### src/rtl/fifo_byte_packer_if.sv
// Handshake bundle between the byte FIFO pop side, the packer, and the word consumer.
// The packer takes the slave view; the upstream/downstream environment takes the master view.
interface fifo_byte_packer_if #(
  parameter int IN_WIDTH = 8,
  parameter int LANES    = 4,
  parameter int CW       = $clog2(LANES) + 1
);
  logic                      in_valid;
  logic                      in_ready;
  logic [IN_WIDTH-1:0]       in_data;
  logic                      in_last;
  logic                      out_valid;
  logic                      out_ready;
  logic [IN_WIDTH*LANES-1:0] out_data;
  logic [LANES-1:0]          out_keep;
  logic                      out_last;
  logic [CW-1:0]             count;

  modport master (
    output in_valid, in_data, in_last, out_ready,
    input  in_ready, out_valid, out_data, out_keep, out_last, count
  );

  modport slave (
    input  in_valid, in_data, in_last, out_ready,
    output in_ready, out_valid, out_data, out_keep, out_last, count
  );
endinterface

### src/rtl/fifo_byte_packer.sv
// Packs LANES consecutive bytes into one little-endian word with a keep mask and
// packet-last flag; an in_last byte closes the word early.
module fifo_byte_packer #(
  parameter int IN_WIDTH = 8,
  parameter int LANES    = 4,
  parameter int CW       = $clog2(LANES) + 1
) (
  input logic               clk,
  input logic               rst_n,
  fifo_byte_packer_if.slave bus
);

  localparam int OW = IN_WIDTH * LANES;

  logic [OW-1:0]    acc_q, acc_d;
  logic [CW-1:0]    count_q, count_d;
  logic             out_valid_q, out_valid_d;
  logic [OW-1:0]    out_data_q, out_data_d;
  logic [LANES-1:0] out_keep_q, out_keep_d;
  logic             out_last_q, out_last_d;

  logic             in_ready;
  logic             accept;
  logic             complete;
  logic [OW-1:0]    word;
  logic [LANES-1:0] fill_keep;

  assign in_ready = !out_valid_q || bus.out_ready;
  assign accept   = bus.in_valid && in_ready;
  assign complete = accept && ((count_q == CW'(LANES - 1)) || bus.in_last);

  always_comb begin
    acc_d       = acc_q;
    count_d     = count_q;
    out_valid_d = out_valid_q;
    out_data_d  = out_data_q;
    out_keep_d  = out_keep_q;
    out_last_d  = out_last_q;
    word        = acc_q;
    fill_keep   = '0;

    // Unfilled lanes of acc_q are always zero, so the merged word needs no masking.
    for (int k = 0; k < LANES; k++) begin
      if (CW'(k) == count_q) word[k*IN_WIDTH +: IN_WIDTH] = bus.in_data;
      if (CW'(k) <= count_q) fill_keep[k] = 1'b1;
    end

    if (out_valid_q && bus.out_ready) out_valid_d = 1'b0;

    if (accept) begin
      if (complete) begin
        out_valid_d = 1'b1;
        out_data_d  = word;
        out_keep_d  = fill_keep;
        out_last_d  = bus.in_last;
        acc_d       = '0;
        count_d     = '0;
      end else begin
        acc_d   = word;
        count_d = count_q + CW'(1);
      end
    end
  end

  always_ff @(posedge clk or negedge rst_n) begin
    if (!rst_n) begin
      acc_q       <= '0;
      count_q     <= '0;
      out_valid_q <= 1'b0;
      out_data_q  <= '0;
      out_keep_q  <= '0;
      out_last_q  <= 1'b0;
    end else begin
      acc_q       <= acc_d;
      count_q     <= count_d;
      out_valid_q <= out_valid_d;
      out_data_q  <= out_data_d;
      out_keep_q  <= out_keep_d;
      out_last_q  <= out_last_d;
    end
  end

  assign bus.in_ready  = in_ready;
  assign bus.out_valid = out_valid_q;
  assign bus.out_data  = out_data_q;
  assign bus.out_keep  = out_keep_q;
  assign bus.out_last  = out_last_q;
  assign bus.count     = count_q;

endmodule
### src/flat_wrapper.sv
// flat-port wrapper written by rule: the top's interface ports become plain ports
module fifo_byte_packer_flat 
#(
  parameter int IN_WIDTH = 8,
  parameter int LANES    = 4,
  parameter int CW       = $clog2(LANES) + 1
)
  (clk, rst_n, bus_in_valid, bus_in_data, bus_in_last, bus_out_ready, bus_in_ready, bus_out_valid, bus_out_data, bus_out_keep, bus_out_last, bus_count);
  fifo_byte_packer_if #(.IN_WIDTH(IN_WIDTH), .LANES(LANES), .CW(CW)) bus_i ();
  input logic clk;
  input logic rst_n;
  input wire logic [$bits(bus_i.in_valid)-1:0] bus_in_valid;
  input wire logic [$bits(bus_i.in_data)-1:0] bus_in_data;
  input wire logic [$bits(bus_i.in_last)-1:0] bus_in_last;
  input wire logic [$bits(bus_i.out_ready)-1:0] bus_out_ready;
  output wire logic [$bits(bus_i.in_ready)-1:0] bus_in_ready;
  output wire logic [$bits(bus_i.out_valid)-1:0] bus_out_valid;
  output wire logic [$bits(bus_i.out_data)-1:0] bus_out_data;
  output wire logic [$bits(bus_i.out_keep)-1:0] bus_out_keep;
  output wire logic [$bits(bus_i.out_last)-1:0] bus_out_last;
  output wire logic [$bits(bus_i.count)-1:0] bus_count;
  assign bus_i.in_valid = bus_in_valid;
  assign bus_i.in_data = bus_in_data;
  assign bus_i.in_last = bus_in_last;
  assign bus_i.out_ready = bus_out_ready;
  assign bus_in_ready = bus_i.in_ready;
  assign bus_out_valid = bus_i.out_valid;
  assign bus_out_data = bus_i.out_data;
  assign bus_out_keep = bus_i.out_keep;
  assign bus_out_last = bus_i.out_last;
  assign bus_count = bus_i.count;
  fifo_byte_packer #(.IN_WIDTH(IN_WIDTH), .LANES(LANES), .CW(CW)) u_core (.clk(clk), .rst_n(rst_n), .bus(bus_i));
endmodule
### config.mk
export PLATFORM = sky130hd
export DESIGN_NAME = fifo_byte_packer_flat
export DESIGN_NICKNAME = d
export VERILOG_FILES = /design/src/rtl/fifo_byte_packer_if.sv /design/src/rtl/fifo_byte_packer.sv /design/src/flat_wrapper.sv
export SDC_FILE = /design/constraint.sdc
export NUM_CORES = 1
export LEC_CHECK = 0
export CAP_MARGIN = 20
export CORE_MARGIN = 2
export CORE_UTILIZATION = 48
export CTS_CLUSTER_DIAMETER = 30
export CTS_CLUSTER_SIZE = 20
export DETAILED_ROUTE_END_ITERATION = 16
export PLACE_DENSITY = 0.74
export SLEW_MARGIN = 10
export SYNTH_ARGS = -nofsm -noshare
export SYNTH_HDL_FRONTEND = slang
export SYNTH_SLANG_ARGS = --single-unit
### constraint.sdc
create_clock -name clk -period 1.85 [get_ports clk]
set_input_delay 0.37 -clock clk [delete_from_list [all_inputs] [get_ports clk]]
set_output_delay 0.37 -clock clk [all_outputs]
set_load 0.005 [all_outputs]
==> flow_summary.yaml <==
logic_synthesis:
  yosysTopAreaCell: "dfrtp_1"
  async_flop_share_pct: 100
  ys_seq_elements: 73
  yosysSeqAreaShare_pct: 53.7
  synth_warnings: 0
  syn_area_mm2: 0.00340
  synth_xor_area_share_pct: 0
  synthSimpleGateAreaFrac_pct: 8.16
  synth_most_common_cell: "dfrtp_1"
  synth_cells: 260
  synth_top_family_by_area: "multiplexers"
  synthTopCellsByArea: "dfrtp_1, mux2_2, a32o_1, a22o_2, mux2i_1"
  yosys.area_share.adder_pct: 1.10
  synth-edff-count: 0
  synth_nets: 276
  synth_top_area_share_pct: 53.7
  synthFlopType: "dfrtp_1"
  synth_compound_area_share_pct: 13.1
  synthTopCellsByCount: "dfrtp_1, mux2_2, a32o_1"
  ys_types: 37
  synth_area_per_cell_um2: 13.1
  muxShareOfSynthArea_pct: 19.2
global_route:
  met1_usage_pct: 27.5
  grt_max_degree: 32
  grtUsageMet3_pct: 5.75
  grt-busiest-layer: "met2"
  grt_overflow: 0
  met2_usage_pct: 31.1
  grt_pass1_vias: 2409
  antenna_found_initial: 0
  grt_pass1_wl_mm: 12.0
  grt_util_all_layers_pct: 20.4
cts:
  clkLatencyLatePin_ns: 0.35
  cts-root-buf: "clkbuf_8"
  cts_tree: "built"
  cts_buffers: 9
  h-tree-depth: 3
  clock-sinks: 73
  cts_buffer_depth: 2
  clk_pin_slew_worst_paths_ns: 0.07
floorplan:
  dieArea_mm2: 0.00778
  initial_core_util_pct: 49.8
  rows: 30
  die_h_um: 88.2
  core-area_mm2: 0.00683
  io_pins: 55
  fp.dieW_um: 88.2
critical_path:
  startpoint_type: "flop"
  path_class: "reg -> reg"
  cp.required_ns: 2.08
  path_max_fanout: 16
  crit_end: "u_core.bus.out_data[21]$_DFFE_PN0P_"
  crit_path_start: "u_core.bus.count[1]$_DFFE_PN0P_"
  crit-reg2reg-launch: "u_core.bus.count[1]$_DFFE_PN0P_"
  rrSetupSlack_ns: 0.05
  cp-end-kind: "flop"
  r2r-end: "u_core.bus.out_data[21]$_DFFE_PN0P_"
  crit_arrival_ns: 2.03
  rr_worst_depth: 5
placement:
  numPortBuffers: 54
  dpl.hpwl_mm: 4.91
  pre_cts_ws_ns: -0.226
  placed_cell_area_mm2: 0.00416
  globalplace.congestion: 0.869
flow_run:
  drv_cap: 0
route:
  drtIter0Drc: 102
  avgViaCountPerCell: 5.48
  drt-total-wl_mm: 7.38
  ant_nets: 0
  drc: 0
  routed-via-count: 2353
  drt_first_pass_iters: 4
  wl_per_cell_um: 17.2
timing:
  postLayoutSetupSlackWorst_ns: 0.0537
  fin_crit_ns: 1.80
  period_share_pct: 97.1
  fin_skew_ns: 0.0106
  relSlewSlack_pct: 55.2
  tightest_slew_ns: 0.672
  max_freq_mhz: 557
  tns_ns: 0
  hold_viol_final: 0
  slew_violations: 0
  setup_violations: 0
cells_and_area:
  nNetsFinal: 344
  final_area_mm2: 0.00441
  area_growth_pct: 29.8
  utilization_pct: 64.6
  drive_gt1_share_pct: 32.4
  diodes: 0
hold_path:
  min_path_type: "reg -> reg"
pwr:
  power_density_mw_per_mm2: 1120
  p_total_mw: 4.95
  leakage_nw: 2.09
  ir_worst_vdd_uv: 562
status:
  status: "complete, no violations"
==> logic make-up after synthesis <==
group	after synthesis
AO/OA/AOI/OAI	45
flip-flops	73
adder cells (fa/ha/maj)	3
buffers and inverters	30
multiplexers	59
AND/OR/NAND/NOR	50
==> report_power, final <==
part / internal (mW) / total [mW] / switching, mW / leakage [nW]
Clock: 0.650 / 1.25 / 0.595 / 0.102
Combinational: 1.01 / 1.61 / 0.596 / 1.02
Sequential: 1.92 / 2.09 / 0.170 / 0.971
Total: 3.59 / 4.95 / 1.36 / 2.09
==> cell type report <==
class	instances	area, um^2
Fill cell	561	2420
Sequential cell	73	1830
Multi-Input combinational cell	157	1420
Timing Repair Buffer	76	806
Clock buffer	10	138
Tap cell	96	120
Clock inverter	6	57.6
Inverter	11	41.3
==> critical path: stages, from the launching register on <==
cell and delay, ns:
dfrtp_1 0.41, buf_4 0.15, and3b_2 0.29, o211ai_4 0.29, buf_12 0.20, mux2_2 0.34
==> routing by layer <==
layer	part of all wire, %	vias up
met5	0	-
met4	1.4	0
met3	3.9	10
met2	50	56
met1	44	1215
li1	-	1072
==> metrics by stage <==
| step | instances | hold WS [ns] |
|---|---|---|
| floorplan | 260 | 0.0744 |
| global placement | 409 | 0.343 |
| detailed placement | 409 | 0.352 |
| CTS | 427 | 0.493 |
| global route | 429 | 0.501 |
| finish | 429 | 0.492 |
==> flip-flops by register name, summed over array words and instances, names as in the netlist <==
name                  count
u_core.bus.out_keep       4
u_core.bus.out_data      32
u_core.bus.count          3
u_core.bus.out_last       1
u_core.acc_q             32
u_core.bus.out_valid      1
==> worst min path at each step <==
stage	startpoint	to	slack, ns	cells after the start
after floorplan	rst_n	u_core.acc_q[0]$_DFFE_PN0P_	0.07	0
after global placement	rst_n	u_core.bus.out_last$_DFFE_PN0P_	0.34	1
after detailed placement	rst_n	u_core.bus.out_last$_DFFE_PN0P_	0.35	1
after CTS	u_core.acc_q[25]$_DFFE_PN0P_	u_core.acc_q[25]$_DFFE_PN0P_	0.49	1
after global routing	u_core.acc_q[2]$_DFFE_PN0P_	u_core.acc_q[2]$_DFFE_PN0P_	0.50	1
final	u_core.acc_q[0]$_DFFE_PN0P_	u_core.acc_q[0]$_DFFE_PN0P_	0.49	1
==> cells in the final DEF (no fill, tap or decap), types with 3 or more instances in the layout <==
| master | count |
|---|---|
| buf_12 | 7 |
| clkbuf_8 | 10 |
| and2_1 | 9 |
| clkinv_2 | 4 |
| and2b_1 | 3 |
| ha_1 | 3 |
| a22o_1 | 9 |
| mux2i_1 | 8 |
| nand2_1 | 9 |
| a32o_1 | 17 |
| mux2_2 | 51 |
| dfrtp_1 | 72 |
| buf_4 | 13 |
| nor2_1 | 16 |
| clkdlybuf4s50_1 | 51 |
| inv_1 | 11 |
| a22o_2 | 8 |
==> repair_timing <==
item,CTS,global route
hold buffers,1,0
pin swaps,0,1
cloned,0,1
endpoints found under the setup margin,3,31
hold endpoints to repair,16,0
setup buffers,1,1
resized for setup,3,3
(Power assumes the default switching activity.)
